$ cat src/rtl/mmu_bus_pkg.sv
// Shared types and defaults for the 6809-style E/Q bus master.
// Holds no logic and has no latency of its own.
// Holds no logic and has no flow control of its own.
package mmu_bus_pkg;

    // Quarter-cycle phases: P0 (E=0,Q=0) P1 (E=0,Q=1) P2 (E=1,Q=1) P3 (E=1,Q=0)
    typedef enum logic [1:0] {
        P0 = 2'd0,
        P1 = 2'd1,
        P2 = 2'd2,
        P3 = 2'd3
    } phase_t;

    // What the bus is doing during the current E cycle
    typedef enum logic [1:0] {
        CYC_IDLE = 2'd0,
        CYC_REQ  = 2'd1,
        CYC_HOLD = 2'd2
    } cyc_t;

    // Address shown on dead cycles, as a real 6809 does
    localparam logic [15:0] IDLE_ADDR_DEF   = 16'hFFFF;
    // Longest MRDY stretch tolerated when the timeout is built
    localparam int          MAX_STRETCH_DEF = 15;

    // E and Q levels for a given phase, packed as {E, Q}
    function automatic logic [1:0] phase_eq(phase_t p);
        logic [1:0] eq;
        case (p)
            P0:      eq = 2'b00;
            P1:      eq = 2'b01;
            P2:      eq = 2'b11;
            P3:      eq = 2'b10;
            default: eq = 2'b00;
        endcase
        return eq;
    endfunction

endpackage

$ cat src/rtl/mmu_bus_phase_gen.sv
// Phase counter, registered E/Q, MRDY stretch and cycle-boundary strobe.
// Latency: E/Q follow the phase register directly; o_boundary is combinational.
// Backpressure: MRDY low in P3 holds P3; BUS_TIMEOUT_EN adds a stretch limit.
module mmu_bus_phase_gen
    import mmu_bus_pkg::*;
#(
    parameter int MAX_STRETCH = MAX_STRETCH_DEF
) (
    input  logic   i_clk,
    input  logic   i_rst_n,
    input  logic   i_mrdy,
    input  logic   i_ign_mrdy,
    output phase_t o_ph,
    output logic   o_e,
    output logic   o_q,
`ifdef BUS_TIMEOUT_EN
    output logic   o_timeout,
`endif
    output logic   o_boundary
);

    phase_t r_ph;
    logic   r_e;
    logic   r_q;
    phase_t w_ph_nxt;
    logic   w_p3;
    logic   w_ready;
    logic   w_timeout;
    logic   w_done;
    logic   w_stall;

    assign w_p3    = (r_ph == P3);
    // Hold cycles keep the clocks running regardless of the memory side
    assign w_ready = i_mrdy | i_ign_mrdy;

`ifdef BUS_TIMEOUT_EN
    localparam int CNT_W = (MAX_STRETCH < 1) ? 1 : $clog2(MAX_STRETCH + 1);

    logic [CNT_W-1:0] r_cnt;

    // A stretch that has already used its full allowance ends on this edge
    assign w_timeout = w_p3 & ~w_ready & (r_cnt == CNT_W'(MAX_STRETCH));
    assign o_timeout = w_timeout & i_rst_n;

    // Count extra P3 clocks; cleared whenever a cycle completes
    always_ff @(posedge i_clk) begin
        if (!i_rst_n || o_boundary) begin
            r_cnt <= '0;
        end else if (w_stall) begin
            r_cnt <= r_cnt + 1'b1;
        end
    end
`else
    // Unbounded stretch: nothing to count
    assign w_timeout = 1'b0;
`endif

    assign w_done     = w_p3 & (w_ready | w_timeout);
    assign w_stall    = w_p3 & ~w_done;
    assign o_boundary = w_done & i_rst_n;

    // Next phase: advance every clock except while P3 is stretched
    always_comb begin
        w_ph_nxt = phase_t'(r_ph + 2'd1);
        if (w_stall) begin
            w_ph_nxt = P3;
        end
    end

    // Phase register with E/Q registered alongside it
    always_ff @(posedge i_clk) begin
        if (!i_rst_n) begin
            r_ph <= P0;
            r_e  <= 1'b0;
            r_q  <= 1'b0;
        end else begin
            r_ph       <= w_ph_nxt;
            {r_e, r_q} <= phase_eq(w_ph_nxt);
        end
    end

    assign o_ph = r_ph;
    assign o_e  = r_e;
    assign o_q  = r_q;

endmodule

$ cat src/rtl/mmu_bus_master.sv
// 6809-style E/Q bus initiator driven from a request/response port (optional timeout: BUS_TIMEOUT_EN).
// Latency: request accepted at a cycle boundary completes 4 clocks later plus MRDY stretch; resp one clock after.
// Backpressure: req_ready only on a boundary without bus_hold; MRDY low stretches E high.
module mmu_bus_master
    import mmu_bus_pkg::*;
#(
    parameter logic [15:0] IDLE_ADDR   = IDLE_ADDR_DEF,
    parameter int          MAX_STRETCH = MAX_STRETCH_DEF
) (
    input  logic        CLKX4,
    input  logic        nRESET,
    input  logic        req_valid,
    output logic        req_ready,
    input  logic [15:0] req_addr,
    input  logic        req_we,
    input  logic [7:0]  req_wdata,
    output logic        resp_valid,
    output logic [7:0]  resp_rdata,
    output logic        resp_err,
    input  logic        bus_hold,
    output logic        E,
    output logic        Q,
    output logic [15:0] ADDR,
    output logic        ADDR_oe,
    output logic        RnW,
    output logic        BA,
    output logic        BS,
    input  logic [7:0]  DATA_in,
    output logic [7:0]  DATA_out,
    output logic        DATA_oe,
    input  logic        MRDY
);

    phase_t      w_ph;
    logic        w_boundary;
    logic        w_hold_cyc;
    logic        w_resp_ff;

    cyc_t        r_cyc;
    logic        r_we;
    logic [15:0] r_addr;
    logic        r_addr_oe;
    logic        r_rnw;
    logic        r_ba;
    logic        r_bs;
    logic [7:0]  r_dout;
    logic        r_doe;
    logic        r_resp_vld;
    logic [7:0]  r_rdata;

    assign w_hold_cyc = (r_cyc == CYC_HOLD);

`ifdef BUS_TIMEOUT_EN
    logic w_timeout;
    logic r_err;
`endif

    mmu_bus_phase_gen #(
        .MAX_STRETCH (MAX_STRETCH)
    ) u_phase_gen (
        .i_clk      (CLKX4),
        .i_rst_n    (nRESET),
        .i_mrdy     (MRDY),
        .i_ign_mrdy (w_hold_cyc),
        .o_ph       (w_ph),
        .o_e        (E),
        .o_q        (Q),
`ifdef BUS_TIMEOUT_EN
        .o_timeout  (w_timeout),
`endif
        .o_boundary (w_boundary)
    );

    // A request is consumed on the boundary edge unless the bus is being handed off
    assign req_ready = w_boundary & ~bus_hold;

    // Writes and timed-out cycles return all-ones instead of bus data
`ifdef BUS_TIMEOUT_EN
    assign w_resp_ff = r_we | w_timeout;
`else
    assign w_resp_ff = r_we;
`endif

    // Latch the next cycle type and its bus drive at each boundary
    always_ff @(posedge CLKX4) begin
        if (!nRESET) begin
            r_cyc     <= CYC_IDLE;
            r_we      <= 1'b0;
            r_addr    <= IDLE_ADDR;
            r_addr_oe <= 1'b1;
            r_rnw     <= 1'b1;
            r_ba      <= 1'b0;
            r_bs      <= 1'b0;
            r_dout    <= 8'h00;
        end else if (w_boundary) begin
            if (bus_hold) begin
                // Release address/RnW; another master owns the bus
                r_cyc     <= CYC_HOLD;
                r_we      <= 1'b0;
                r_addr    <= IDLE_ADDR;
                r_addr_oe <= 1'b0;
                r_rnw     <= 1'b1;
                r_ba      <= 1'b1;
                r_bs      <= 1'b1;
            end else if (req_valid) begin
                r_cyc     <= CYC_REQ;
                r_we      <= req_we;
                r_addr    <= req_addr;
                r_addr_oe <= 1'b1;
                r_rnw     <= ~req_we;
                r_ba      <= 1'b0;
                r_bs      <= 1'b0;
                if (req_we) begin
                    r_dout <= req_wdata;
                end
            end else begin
                // Dead cycle: read from the idle address, nobody listens
                r_cyc     <= CYC_IDLE;
                r_we      <= 1'b0;
                r_addr    <= IDLE_ADDR;
                r_addr_oe <= 1'b1;
                r_rnw     <= 1'b1;
                r_ba      <= 1'b0;
                r_bs      <= 1'b0;
            end
        end
    end

    // Write data is driven from P1 until the cycle completes, stretch included
    always_ff @(posedge CLKX4) begin
        if (!nRESET) begin
            r_doe <= 1'b0;
        end else if (w_boundary) begin
            r_doe <= 1'b0;
        end else if ((r_cyc == CYC_REQ) && r_we && (w_ph == P0)) begin
            r_doe <= 1'b1;
        end
    end

    // One-clock completion pulse for request cycles, read data captured on the completing edge
    always_ff @(posedge CLKX4) begin
        if (!nRESET) begin
            r_resp_vld <= 1'b0;
            r_rdata    <= 8'h00;
        end else if (w_boundary && (r_cyc == CYC_REQ)) begin
            r_resp_vld <= 1'b1;
            r_rdata    <= w_resp_ff ? 8'hFF : DATA_in;
        end else begin
            r_resp_vld <= 1'b0;
        end
    end

`ifdef BUS_TIMEOUT_EN
    // Error flag travels with the response it belongs to
    always_ff @(posedge CLKX4) begin
        if (!nRESET) begin
            r_err <= 1'b0;
        end else if (w_boundary && (r_cyc == CYC_REQ)) begin
            r_err <= w_timeout;
        end
    end

    assign resp_err = r_err;
`else
    assign resp_err = 1'b0;
`endif

    assign ADDR       = r_addr;
    assign ADDR_oe    = r_addr_oe;
    assign RnW        = r_rnw;
    assign BA         = r_ba;
    assign BS         = r_bs;
    assign DATA_out   = r_dout;
    assign DATA_oe    = r_doe;
    assign resp_valid = r_resp_vld;
    assign resp_rdata = r_rdata;

endmodule
$ cat config.mk
export PLATFORM = sky130hd
export DESIGN_NAME = mmu_bus_master
export DESIGN_NICKNAME = d
export VERILOG_FILES = /design/src/rtl/mmu_bus_pkg.sv /design/src/rtl/mmu_bus_phase_gen.sv /design/src/rtl/mmu_bus_master.sv
export SDC_FILE = /design/constraint.sdc
export NUM_CORES = 1
export LEC_CHECK = 0
export ABC_CLOCK_PERIOD_IN_PS = 1750
export CAP_MARGIN = 20
export CORE_MARGIN = 2
export CORE_UTILIZATION = 39
export DETAILED_ROUTE_END_ITERATION = 7
export GPL_ROUTABILITY_DRIVEN = 0
export PLACE_DENSITY = 0.79
export SETUP_SLACK_MARGIN = 0.02
export SLEW_MARGIN = 20
export SYNTH_ARGS = -nofsm -noshare
export SYNTH_HDL_FRONTEND = slang
export SYNTH_SLANG_ARGS = --single-unit
$ cat constraint.sdc
create_clock -name CLKX4 -period 1.75 [get_ports CLKX4]
set_input_delay 0.35 -clock CLKX4 [delete_from_list [all_inputs] [get_ports CLKX4]]
set_output_delay 0.35 -clock CLKX4 [all_outputs]
set_load 0.05 [all_outputs]
==> results_dict.tcl <==
set metrics [dict create \
    grt.overflow.total 0 \
    via_per_inst 4.69 \
    routed_wl_um 3670 \
    p_leak_nw 1.03 \
    hpwl_um 2710 \
    synthAdderAreaFrac_pct 3.14 \
    setup_viol 0 \
    cts_root_buf "clkbuf_8" \
    grt_pass1_wl_um 5330 \
    synth_cell_types 35 \
    synth_top_family_by_area "simple AND/OR/NAND/NOR gates" \
    drt_iter0_markers 73 \
    port_buffers 78 \
    cp.arrival_ns 1.30 \
    utilization_pct 63.1 \
    ys_ff_latch 43 \
    die-width_um 67.9 \
    antenna_found_initial 0 \
    cts_tree "built" \
    final.period_utilization_pct 94.3 \
    multiInputGateArea_um2 662 \
    synth_edf_count 0 \
    timing.rr.start "u_phase_gen.o_ph[0]" \
    num_io_pins 80 \
    drc 0 \
    synth_nets 200 \
    end_kind "output pin" \
    num-fill-cells 345 \
    finalHoldViolations 0 \
    vias 1383 \
    ys_warn_count 0 \
    synthArstFlopShare_pct 0 \
    num_rows 23 \
    setup_ws_ns 0.0993 \
    synthTopCellsByCount "dfxtp_1 (43), nand2_1 (20), o22a_1 (17)" \
    die_h_um 67.9 \
    synth.area.mux_share_pct 1.26 \
    netlist.area_leader.share_pct 54.0 \
    cp_cell_sequence "clkdlybuf4s50_1 -> nor2_2 -> nor3_4 -> buf_12" \
    drv_slew 0 \
    crit_buf_inv 2 \
    post_cts_buffers 0 \
    postCtsHoldBufs 0 \
    crit_slowest_cell "clkdlybuf4s50_1" \
    syn_to_final_growth_pct 57.1 \
    outcome "completed" \
    clockBufferDepth 2 \
    clock.fmax_ghz 0.606 \
    avgSynthCellArea_um2 10.1 \
    path_class "input pin to output pin" \
    start_util_pct 40.1 \
    synth_compound_area_share_pct 16.2 \
    cap_violations 0 \
    max_stage_delay_ns 0.50 \
    period_needed_ns 1.65 \
    coreArea_mm2 0.00397 \
    endpoint "req_ready" \
    hp-class "flop to flop" \
    wl_per_cell_um 12.4 \
    start_kind "input pin" \
    dieArea_mm2 0.00461 \
    synth_cells 158 \
    htree_levels 2 \
    yosys.area.top_type "dfxtp_1" \
    crit_fanout 4 \
    diodes 0 \
    ys_seq_area_share_pct 54.0 \
    worstPathRequired_ns 1.40 \
    seq_area_um2 870 \
    clock-sinks 43 \
    drt_first_pass_iters 6 \
    cts_made_buffers 5 \
    power.density_mw_per_mm2 740 \
    synth.most_common_cell "dfxtp_1" \
    clkTransAtPathRegs_ns 0.08 \
    rrSetupSlack_ns 0.25 \
    rsz0062_at_grt "false" \
    reg2reg_depth 6 \
    drive_above_1_share_pct 29.0 \
    pre_cts_ws_ns -0.0905 \
    critPathTopFamily "buffers and inverters" \
    grt_max_degree 20 \
    postRouteAntennaNets 0 \
    grt.total_usage_pct 15.5 \
    yosys.area_share.simple_pct 18.8 \
    ir_worst_vdd_uv 633 \
    path_depth 4 \
    clk_latency_ns 0.29 \
    crit_start "MRDY" \
    fin_skew_ns 0.00224 \
    synthesis.area_mm2 0.00159 \
    synthXorXnorAreaFrac_pct 0 \
    synth_area_leaders "dfxtp_1 (54%), o22a_1 (9.3%), nand2_1 (4.7%), nor3b_1 (3.8%), ha_1 (3.1%)" \
    final_nets 286 \
    worstReg2RegEnd "u_phase_gen.o_q" \
    setup_tns_ns 0 \
    yosys_most_used_dff "dfxtp_1" \
    grt_pass1_vias 1197 \
]
[where the power goes]
group | internal (mW) | switching, mW
Combinational | 0.130 | 0.120
Clock | 0.280 | 0.317
Sequential | 0.994 | 0.0126
[per-stage QoR]
step / std cells / power [mW] / hold slack (ns) / instance area (um^2)
after floorplan: 158 / 1.14 / 0.459 / 1610
after global placement: 287 / 1.27 / 0.446 / 2390
after detailed placement: 287 / 1.28 / 0.452 / 2390
after CTS: 295 / 1.88 / 0.468 / 2490
after global routing: 295 / 1.93 / 0.476 / 2500
final: 295 / 1.85 / 0.461 / 2500
[placed cells by master (no fill, tap or decap), drive strengths merged]
| master | instances |
|---|---|
| a211oi | 1 |
| a21boi | 1 |
| a21oi | 1 |
| a31o | 1 |
| a31oi | 1 |
| and2 | 1 |
| and2b | 1 |
| buf | 52 |
| clkbuf | 7 |
| clkdlybuf4s50 | 35 |
| clkinv | 2 |
| conb | 1 |
| dfxtp | 43 |
| dlygate4sd2 | 1 |
| dlymetal6s2s | 1 |
| ha | 4 |
| inv | 7 |
| mux2i | 2 |
| nand2 | 21 |
| nand2b | 1 |
| nand4 | 1 |
| nand4b | 1 |
| nor2 | 10 |
| nor2b | 3 |
| nor3 | 9 |
| nor3b | 8 |
| o21a | 1 |
| o21ai | 10 |
| o22a | 17 |
| or2 | 1 |
[kinds of logic after synthesis]
group	after synthesis
DFF	43
muxes	2
buffers and inverters	18
AOI/OAI and AO/OA	33
other	1
and+or+nand+nor	57
adders and majority gates	4
[state kept, by name, summed over array words and instances (netlist names)]
register	cells
ADDR	16
ADDR_oe	1
DATA_oe	1
DATA_out	8
RnW	1
r_cyc	2
r_we	1
resp_rdata	8
resp_valid	1
u_phase_gen.o_e	1
u_phase_gen.o_ph	2
u_phase_gen.o_q	1
[worst register-to-register path: cells and delay by family, from the launching register on]
kind,cells,cell delay [ns]
flops,1,0.38
simple gates,1,0.16
fa+ha+maj,2,0.55
buf+inv,2,0.12
compound gates,1,0.19
[timing repair]
item	CTS	global route
pin swaps	1	1
resized for setup	4	6
setup endpoints to repair	1	1
[how the worst min path moves through the flow]
stage	depth (start not counted)	to	startpoint
after floorplan	2	DATA_out[0]	req_wdata[0]
after global placement	1	ADDR[13]	ADDR[13]
after detailed placement	1	ADDR[13]	ADDR[13]
after CTS	2	DATA_out[4]	DATA_out[4]
after global routing	2	DATA_out[5]	DATA_out[5]
final	2	DATA_out[5]	DATA_out[5]
[layout make-up]
| type | instances | area share, % |
|---|---|---|
| clock buffer | 7 | 3.05 |
| clock inverter | 1 | 0.200 |
| inverter | 8 | 1.20 |
| multi-input combinational | 97 | 26.4 |
| sequential | 43 | 34.7 |
| tap | 50 | 2.50 |
| timing repair buffer | 89 | 31.9 |
[metal layers]
metal / wire [um] / part of all wire [%] / vias to the layer above / GRT usage [%]
li1: - / - / 711 / -
met1: 1650 / 45 / 619 / 19.3
met2: 1670 / 46 / 51 / 24.2
met3: 324 / 8.8 / 2 / 4.93
met4: 18 / 0.49 / 0 / 7.75
met5: 0 / 0 / - / 0
No activity file was read; power rests on OpenSTA's default activity.
